<file path="config.mk">
export PLATFORM = sky130hd
export DESIGN_NAME = hazard_scoreboard
export DESIGN_NICKNAME = d
export VERILOG_FILES = /design/src/rtl/riscv_pkg.sv /design/src/rtl/hazard_slot.sv /design/src/rtl/hazard_scoreboard.sv
export SDC_FILE = /design/constraint.sdc
export NUM_CORES = 1
export LEC_CHECK = 0
export ABC_AREA = 1
export CORE_MARGIN = 1
export CORE_UTILIZATION = 54
export CTS_BUF_LIST = sky130_fd_sc_hd__clkbuf_8
export DETAILED_ROUTE_END_ITERATION = 8
export PLACE_DENSITY = 0.8
export REMOVE_ABC_BUFFERS = 1
export SYNTH_ARGS = -nofsm -noshare
export SYNTH_HDL_FRONTEND = slang
export SYNTH_SLANG_ARGS = --single-unit
</file>
<file path="constraint.sdc">
create_clock -name clk -period 3.05 [get_ports clk]
set_clock_uncertainty 0.15 [all_clocks]
set_input_delay 0.7625 -clock clk [delete_from_list [all_inputs] [get_ports clk]]
set_output_delay 0.7625 -clock clk [all_outputs]
set_load 0.01 [all_outputs]
</file>
<file path="src/rtl/riscv_pkg.sv">
// Shared definitions for the 5-stage RISC-V core hazard logic.
// Includes forwarding select codes, pipeline slot structs and the write-match helper.
package riscv_pkg;

  localparam int REG_ADDR_W = 5;

  localparam logic [1:0] FWD_NONE = 2'b00;
  localparam logic [1:0] FWD_WB   = 2'b01;
  localparam logic [1:0] FWD_MEM  = 2'b10;

  typedef struct packed {
    logic                  valid;
    logic [REG_ADDR_W-1:0] rd;
    logic                  regwrite;
    logic                  load;
  } slot_t;

  // The execute slot additionally remembers its source registers for forwarding.
  typedef struct packed {
    slot_t                 info;
    logic [REG_ADDR_W-1:0] rs1;
    logic [REG_ADDR_W-1:0] rs2;
  } e_slot_t;

  // A slot produces register r only if it is live, writes, and r is not x0.
  function automatic logic writes(slot_t s, logic [REG_ADDR_W-1:0] r);
    return s.valid && s.regwrite && (s.rd != '0) && (s.rd == r);
  endfunction

endpackage

</file>
<file path="src/rtl/hazard_slot.sv">
// One pipeline shadow slot: holds while the pipe is frozen, loads a bubble on
// request, and clears asynchronously on reset.
module hazard_slot #(
  parameter type T = riscv_pkg::slot_t
) (
  input  logic clk,
  input  logic rst,
  input  logic hold,
  input  logic bubble,
  input  T     d,
  output T     q
);

  // NOTE: sequential state uses non-blocking assignment so every slot samples
  // the pre-edge value of its upstream neighbour.
  always_ff @(posedge clk or negedge rst) begin
    if (!rst) begin
      q <= '0;
    end else if (!hold) begin
      q <= bubble ? T'('0) : d;
    end
  end

endmodule

</file>
<file path="src/rtl/hazard_scoreboard.sv">
// Stall/flush/forward controller driven by registered E, M, W shadow slots.
// Optional macro FORWARD_EN enables E-operand forwarding; otherwise dependencies stall.
module hazard_scoreboard
  import riscv_pkg::*;
#(
  parameter int CNT_W = 16
) (
  input  logic                  clk,
  input  logic                  rst,
  input  logic [REG_ADDR_W-1:0] Rs1_D,
  input  logic [REG_ADDR_W-1:0] Rs2_D,
  input  logic [REG_ADDR_W-1:0] Rd_D,
  input  logic                  RegWrite_D,
  input  logic                  ResultSrc_D,
  input  logic                  PCSrc_E,
  input  logic                  Mem_Busy,
  output logic                  Stall_F,
  output logic                  Stall_D,
  output logic                  Stall_E,
  output logic                  Stall_M,
  output logic                  Flush_D,
  output logic                  Flush_E,
  output logic [1:0]            ForwardA_E,
  output logic [1:0]            ForwardB_E,
  output logic [CNT_W-1:0]      Stall_Count
);

  e_slot_t d_info;
  e_slot_t e_q;
  slot_t   m_q;
  slot_t   w_q;

  logic       data_stall;
  logic       stall_fd_raw, stall_em_raw, flush_d_raw, flush_e_raw;
  logic [1:0] fwd_a, fwd_b;
  logic       unused_slot_bits;

  logic [CNT_W-1:0] stall_cnt;

  assign d_info = '{
    info: '{valid: 1'b1, rd: Rd_D, regwrite: RegWrite_D, load: ResultSrc_D},
    rs1:  Rs1_D,
    rs2:  Rs2_D
  };

  hazard_slot #(.T(e_slot_t)) u_slot_e (
    .clk    (clk),
    .rst    (rst),
    .hold   (Mem_Busy),
    .bubble (flush_e_raw | stall_fd_raw),
    .d      (d_info),
    .q      (e_q)
  );

  hazard_slot #(.T(slot_t)) u_slot_m (
    .clk    (clk),
    .rst    (rst),
    .hold   (Mem_Busy),
    .bubble (1'b0),
    .d      (e_q.info),
    .q      (m_q)
  );

  hazard_slot #(.T(slot_t)) u_slot_w (
    .clk    (clk),
    .rst    (rst),
    .hold   (Mem_Busy),
    .bubble (1'b0),
    .d      (m_q),
    .q      (w_q)
  );

`ifdef FORWARD_EN
  // Only a load in E cannot be forwarded in time; everything else bypasses.
  assign data_stall = e_q.info.load &&
                      (writes(e_q.info, Rs1_D) || writes(e_q.info, Rs2_D));

  assign fwd_a = writes(m_q, e_q.rs1) ? FWD_MEM :
                 writes(w_q, e_q.rs1) ? FWD_WB  : FWD_NONE;
  assign fwd_b = writes(m_q, e_q.rs2) ? FWD_MEM :
                 writes(w_q, e_q.rs2) ? FWD_WB  : FWD_NONE;

  assign unused_slot_bits = m_q.load ^ w_q.load;
`else
  // Without bypass or register-file write-through, D waits until the producer retires.
  assign data_stall = writes(e_q.info, Rs1_D) || writes(e_q.info, Rs2_D) ||
                      writes(m_q, Rs1_D)      || writes(m_q, Rs2_D)      ||
                      writes(w_q, Rs1_D)      || writes(w_q, Rs2_D);

  assign fwd_a = FWD_NONE;
  assign fwd_b = FWD_NONE;

  assign unused_slot_bits = ^{e_q.rs1, e_q.rs2, e_q.info.load, m_q.load, w_q.load};
`endif

  // NOTE: every combinational output gets a default before the priority chain,
  // so no path leaves a signal unassigned and no latch is inferred.
  always_comb begin
    stall_fd_raw = 1'b0;
    stall_em_raw = 1'b0;
    flush_d_raw  = 1'b0;
    flush_e_raw  = 1'b0;
    if (Mem_Busy) begin
      stall_fd_raw = 1'b1;
      stall_em_raw = 1'b1;
    end else if (PCSrc_E) begin
      flush_d_raw = 1'b1;
      flush_e_raw = 1'b1;
    end else if (data_stall) begin
      stall_fd_raw = 1'b1;
      flush_e_raw  = 1'b1;
    end
  end

  // Outputs are forced idle while reset is held; slot/counter paths use the
  // raw controls since those registers are cleared anyway.
  assign Stall_F    = rst & stall_fd_raw;
  assign Stall_D    = rst & stall_fd_raw;
  assign Stall_E    = rst & stall_em_raw;
  assign Stall_M    = rst & stall_em_raw;
  assign Flush_D    = rst & flush_d_raw;
  assign Flush_E    = rst & flush_e_raw;
  assign ForwardA_E = rst ? fwd_a : FWD_NONE;
  assign ForwardB_E = rst ? fwd_b : FWD_NONE;

  always_ff @(posedge clk or negedge rst) begin
    if (!rst) begin
      stall_cnt <= '0;
    end else if (stall_fd_raw && (stall_cnt != '1)) begin
      stall_cnt <= stall_cnt + CNT_W'(1);
    end
  end

  assign Stall_Count = stall_cnt;

endmodule

</file>
==> summary.md, run 1 <==
| Metric | Value |
|---|---|
| Outcome | finished, final reports clean |
| P_leak | around 0.0016 uW |
| ANT nets after route | 0 |
| Commonest non-fill, non-tap cell in the layout | nand2_1 |
| Power per Cell Area | around 470 nW/um^2 |
| Final Non-Filler Cells | approximately 450 |
| Antenna violations before repair | 0 |
| PortBufs | 41 |
| Worst path slowest cell | dlygate4sd2_1 |
| Avg WL per Cell | 13.3 um |
| Skew-Pair Late Insertion Delay | approximately 0.3 ns |
| Largest family of logic cells by synthesized area | simple AND/OR/NAND/NOR gates |
| CP delay by family, top | buffers and inverters |
| Synth-to-layout area growth | 23.5% |
| DP Cell Count | roughly 440 |
| RePlAce Congestion | slightly below 0.9 |
| Initial DRC count | 97 |
| Class of the worst hold path | in2async |
| I/O pin total | 47 |
| Setup violators final | 0 |
| Final WL | 5950 um |
| Leading area contributor after synthesis | dfrtp_1 |
| Via density | around 5.2 |
| Synth Area in Compound Gates | about 4.2% |
| Total power | ~1500 uW |
| Via count | approximately 2300 |
| Core box area | around 4400 sq um |
| Residual DRC | 0 |
| Synth top area share | between 30 and 40% |
| Minimum clock period after layout | ~2.9 ns |
| Mux cell area share after synthesis | 0% |
| Initial Util | a little under three fifths |
| Clk root buf | clkbuf_8 |
| Synth Area in XOR/XNOR | 9.08% |
| Detailed placement HPWL | roughly 4300 um |
| F_max | approximately 0.34 GHz |
| Crit path cell chain | dlygate4sd2_1, buf_4, nand2_1, o21ai_1, nor2_1, nand3_1, nand2_2, nand2_4, inv_1, nor2_2, a21oi_1, buf_2 |
| CTS tree | done |
| Buf+Inv Stages, Crit Path | 4 |
| Sequential element share of the synthesized area | between 30% and 40% |
| Critical path capture point type | primary output |
| Max VDD drop | roughly 0.40 mV |
| Yosys reg bits | 37 |
| Die Height | between 70 and 80 um |
| H-tree depth | 2 |
| Arrival @ worst endpoint | roughly 2 ns |
| Largest net degree at the start of global routing | 26 |
| Yosys warning total | 0 |
| Pins Over Slew Limit | 0 |
| DIE AREA | 4920 sq um |
| Syn Area/Cell | 7.36 sq um |
| Core Rows | 24 |
| Most frequent cells in the layout | nand2_1 (108), dfrtp_1 (37), inv_1 (31), clkdlybuf4s50_1 (25), nor2_1 (24) |
| Clk slew on worst S/H paths | approximately 0.080 ns |
| CP required | approximately 2.1 ns |
| Max_cap viols | 0 |
| TritonRoute pass-1 iters | 4 |
| Gate Count Post-Synth | 341 |
| CTS buffer count | 5 |
| Crit Path Class | in2out |
| CTS Sinks | 37 |
| Final period util | a little over nine tenths |
| Adder-Cell Fraction of Synth Area | less than 1% |
| GR Util All Layers | a little over a quarter |
| Die width | between 70 and 80 um |
| CTS Buffer Depth | 2 |
| Slowest stage delay, CP | 0.25 ns |
| Global route overflow | 0 |
| First-pass GRT wire length | 10200 um |
| CP max FO | 3 |
| Critical Path Start Type | input port |
| # hold bufs at CTS | 0 |
| N_diodes | 0 |
| Number of global-route vias before repair | approximately 2200 |
| Simple-gate area share of the yosys netlist | between 30% and 40% |
| Top post-synthesis cells by area | dfrtp_1 (37%), nand2_1 (16%), nand4_1 (5.7%) |
| Final hold violations | 0 |
| Share of post-route cells with drive strength above 1 | between 15 and 20% |
| RSZ-0062 raised after global routing | false |
| Number of nets in the layout | 415 |
| Synthesized area | about 2500 sq um |
| Unique masters post-synth | 27 |
stage by stage:
step	hold slack, ns	TNS [ns]	util, %	area, sq um	setup WS (ns)
after CTS	0.286	0	70.2	3100	0.111
final	0.296	0	70.2	3100	0.133
after global placement	0.311	-1.85	67.5	2980	-0.536
after floorplan	0.294	0	-	2400	0.397
after global routing	0.308	0	70.2	3100	0.00125
after detailed placement	0.316	-2.01	67.5	2980	-0.572
cells by family after synthesis:
group / after synthesis
compound gates: 21
xor+xnor: 26
fa+ha+maj: 1
buf+inv: 53
flops: 37
other cells: 1
simple gates: 202
synthesized netlist by cell type (all sizes together):
library cell  instances
inv                  38
nor2                 27
nand2               126
conb                  1
ha                    1
clkbuf                3
nor3                  5
nand4                25
o21ai                20
dfrtp                37
buf                  12
a21oi                 1
xnor2                14
nand3                19
xor2                 12
report_power, final:
part / switching, uW / internal [uW] / leakage (uW)
Combinational: 180 / 162 / 0.00108
Clock: 185 / 325 / 0.0000681
Sequential: 71.2 / 543 / 0.000490
area by class of cell:
cell class                 instances  area [sq um]
timing repair buffer              57           495
clock inverter                     3          65.1
tap                               52          65.1
sequential                        37           926
multi-input combinational        254          1340
fill                             370          1320
inverter                          38           143
clock buffer                       5          68.8
flip-flops by register name, indices dropped and copies added (netlist names):
register,count
Stall_Count,16
u_slot_e.q,7
u_slot_m.q,7
u_slot_w.q,7
metal layers:
layer,share of wire (%),up-vias,GRT usage [%]
met5,0,-,0
met4,0.96,0,8.89
met3,4.2,6,4.76
met2,54,49,49.5
met1,40,1099,30.7
li1,-,1177,-
worst paths after layout:
| path | to | cells past startpoint | startpoint | slack [ns] |
|---|---|---|---|---|
| max in group asynchronous | Stall_Count[10]$_DFFE_PN0P_ | 2 | rst | 2.14 |
| hold / removal | Stall_Count[8]$_DFFE_PN0P_ | 2 | rst | 0.30 |
| setup / recovery | Flush_E | 12 | Rs2_D[3] | 0.13 |
| setup reg to reg | Stall_Count[5]$_DFFE_PN0P_ | 9 | Stall_Count[0]$_DFFE_PN0P_ | 1.01 |
| min in group clk | u_slot_w.q[7]$_DFFE_PN0N_ | 2 | u_slot_w.q[7]$_DFFE_PN0N_ | 0.33 |
| hold reg to reg | u_slot_w.q[7]$_DFFE_PN0N_ | 2 | u_slot_w.q[7]$_DFFE_PN0N_ | 0.33 |
what timing repair did:
| action | CTS | global route |
|---|---|---|
| resized for setup | 26 | 4 |
| setup buffers | 1 | 0 |
| endpoints found under the setup margin | 6 | 2 |
| cloned | 1 | 0 |
Power figures use the tool's default switching activity.
==> run 2, diff against run 1 <==
--- a/config.mk
+++ b/config.mk
@@ -9,6 +9,7 @@
 export CORE_MARGIN = 1
 export CORE_UTILIZATION = 54
 export CTS_BUF_LIST = sky130_fd_sc_hd__clkbuf_8
+export CTS_CLUSTER_DIAMETER = 150
 export DETAILED_ROUTE_END_ITERATION = 8
 export PLACE_DENSITY = 0.8
 export REMOVE_ABC_BUFFERS = 1
==> results of run 2 <==
The final DEF is identical to that of run 1; final timing and power are the same.
==> run 3, diff against run 2 <==
--- a/config.mk
+++ b/config.mk
@@ -7,11 +7,11 @@
 export LEC_CHECK = 0
 export ABC_AREA = 1
 export CORE_MARGIN = 1
-export CORE_UTILIZATION = 54
+export CORE_UTILIZATION = 49
 export CTS_BUF_LIST = sky130_fd_sc_hd__clkbuf_8
 export CTS_CLUSTER_DIAMETER = 150
 export DETAILED_ROUTE_END_ITERATION = 8
-export PLACE_DENSITY = 0.8
+export PLACE_DENSITY_LB_ADDON = 0.3
 export REMOVE_ABC_BUFFERS = 1
 export SYNTH_ARGS = -nofsm -noshare
 export SYNTH_HDL_FRONTEND = slang
==> constraint.sdc (replaced) <==
create_clock -name clk -period 2.6 [get_ports clk]
set_clock_uncertainty 0.15 [all_clocks]
set_input_delay 0.65 -clock clk [delete_from_list [all_inputs] [get_ports clk]]
set_output_delay 0.65 -clock clk [all_outputs]
set_load 0.01 [all_outputs]
==> summary.md, run 3 (synthesis results as in run 1) <==
| Metric | Value |
|---|---|
| ANT nets after route | 0 (unchanged) |
| Fin Hold WS | 0.168 ns (-0.128 ns) |
| CTS Sinks | 37 (unchanged) |
| RePlAce Congestion | 0.894 (+0.34%) |
| Slowest stage delay, CP | 0.45 ns (+0.20 ns) |
| Final WL | 5860 um (-1.6%) |
| PortBufs | 41 (unchanged) |
| Minimum clock period after layout | 2.51 ns |
| Outcome | finished, final reports clean |
| R2R setup slack | 0.56 ns (-0.45 ns) |
| Via count | 2291 (-1.7%) |
| CP required | 1.80 ns (-0.34 ns) |
| GR Util All Layers | 23.5% (-3.2 points) |
| Buf+Inv Stages, Crit Path | 2 (-2) |
| # hold bufs at CTS | 0 (unchanged) |
| First-pass GRT wire length | 9540 um (-6.4%) |
| Critical R2R Capture | Stall_Count[6]$_DFFE_PN0P_ |
| Initial Util | 52.1% (-4.8 points) |
| Class of the worst hold path | in2async |
| Crit Path Class | reg2out |
| Critical Path Start Type | flip-flop |
| Die width | 73.6 um (+4.8%) |
| Pins Over Slew Limit | 0 (unchanged) |
| Clk slew on worst S/H paths | 0.07 ns (about the same) |
| Antenna violations before repair | 0 (unchanged) |
| Arrival @ worst endpoint | 1.71 ns (-0.29 ns) |
| N_diodes | 0 (unchanged) |
| Core Rows | 25 (+4.2%) |
| Share of post-route cells with drive strength above 1 | 20.3% (+4.6 points) |
| Detailed placement HPWL | 4360 um (+0.48%) |
| Synth-to-layout area growth | 21.4% |
| P_leak | 0.00160 uW (-1.9%) |
| Setup violators final | 0 (unchanged) |
| Placement Cell Area | 2990 sq um (+0.38%) |
| CP max FO | 5 (+2) |
| F_max | around 0.4 GHz |
| Power per Cell Area | 504 nW/um^2 (+6.6%) |
| H-tree depth | 2 (unchanged) |
| Fill count | 470 (+27%) |
| Core box area | 4820 sq um (+9.1%) |
| Clk root buf | clkbuf_8 |
| Max_cap viols | 0 (unchanged) |
| Final period util | between 90% and 100% |
| TritonRoute pass-1 iters | 4 (unchanged) |
| Die Height | 73.6 um (+4.8%) |
| Critical path capture point type | primary output |
| Worst path slowest cell | dfrtp_1 |
| CTS buffer count | 5 (unchanged) |
| Final WS setup | 0.0910 ns (-0.0424 ns) |
| Pre-CTS setup slack | -0.775 ns (-0.203 ns) |
| Most frequent cells in the layout | nand2_1 (107), dfrtp_1 (37), inv_1 (27), nand4_1 (23), clkdlybuf4s50_1 (22) |
| Max VDD drop | 0.361 mV (-10%) |
| Commonest non-fill, non-tap cell in the layout | nand2_1 |
| I/O pin total | 47 (unchanged) |
| CP delay by family, top | simple AND/OR/NAND/NOR gates |
| DIE AREA | 5410 sq um (+9.9%) |
| Avg WL per Cell | 12.7 um (-4.8%) |
| RR Startpoint | Stall_Count[0]$_DFFE_PN0P_ |
| Residual DRC | 0 (unchanged) |
| Crit path cell chain | nor3_1, nand3_1, nand3_1, inv_2, nand2_2, nand2_1, nor2_2, a21oi_2, buf_2 |
| Initial DRC count | 120 (+24%) |
| Global route overflow | 0 (unchanged) |
| Core Util, Final | 63.2% (-7.0 points) |
| FF-to-FF path depth | 9 (unchanged) |
| Skew-Pair Late Insertion Delay | 0.30 ns (about the same) |
| CP dominant cell by count | nand3_1 |
| Largest net degree at the start of global routing | 25 (-3.8%) |
| Number of nets in the layout | 415 (unchanged) |
| CTS Buffer Depth | 2 (unchanged) |
| Via density | 4.97 (-4.9%) |
| CTS tree | done |
| Number of global-route vias before repair | 2124 (-5.1%) |
| Max reg flops | 16 (unchanged) |
| Post-route cell area | 3050 sq um (-1.7%) |
| TNS Setup | 0 ns (unchanged) |
| Final hold violations | 0 (unchanged) |
## run 3: what timing repair did
action | CTS | global route
hold endpoints to repair | 0 | 0
endpoints found under the setup margin | 6 | 3
resized for setup | 53 | 14
pin swaps | 8 | 7
buffers inserted | 2 | 1
## run 3: power breakdown
| group | internal, uW | switching, uW |
|---|---|---|
| combinational | 191 | 214 |
| clock | 185 | 223 |
| sequential | 637 | 85.6 |
| total | 1010 | 523 |
## run 3: how the worst max path moves through the flow
stage / from / endpoint / cells past startpoint
2_1_floorplan: Rs2_D[3] / Stall_D / 10
3_3_place_gp: Rs1_D[4] / Stall_F / 12
3_5_place_dp: Rs1_D[4] / Stall_D / 12
4_1_cts: Rs1_D[0] / Stall_D / 10
5_1_grt: Rs1_D[3] / Stall_D / 12
6_report: u_slot_m.q[4]$_DFFE_PN0N_ / Flush_E / 9
## run 3: stage by stage
stage                     instances  power [uW]
after floorplan                 329         944
after global placement          450        1130
after detailed placement        450        1140
after CTS                       460        1540
after global routing            461        1620
final                           461        1540
## run 3: area by class of cell
class	instances	area, sq um	area share [%]
clock buffer	5	68.8	2.26
multi-input combinational	254	1350	44.3
inverter	38	143	4.68
clock inverter	3	17.5	0.575
tap	67	83.8	2.75
timing repair buffer	57	457	15.0
sequential	37	926	30.4
## run 3: worst register-to-register path: stages, from the launching register on
cell and delay (ns):
dfrtp_1 0.43, ha_1 0.22, nand3_2 0.13, inv_2 0.11, nand2_4 0.06, nor2_4 0.12, nand4_4 0.25, nand3_4 0.35
nand2_1 0.09, nand2_1 0.07
## run 3: layer usage
layer / routed length [um] / track usage [%]
met5: 0 / 0
met4: 68 / 7.05
met2: 3090 / 43.2
met1: 2480 / 27.7
met3: 214 / 4.12
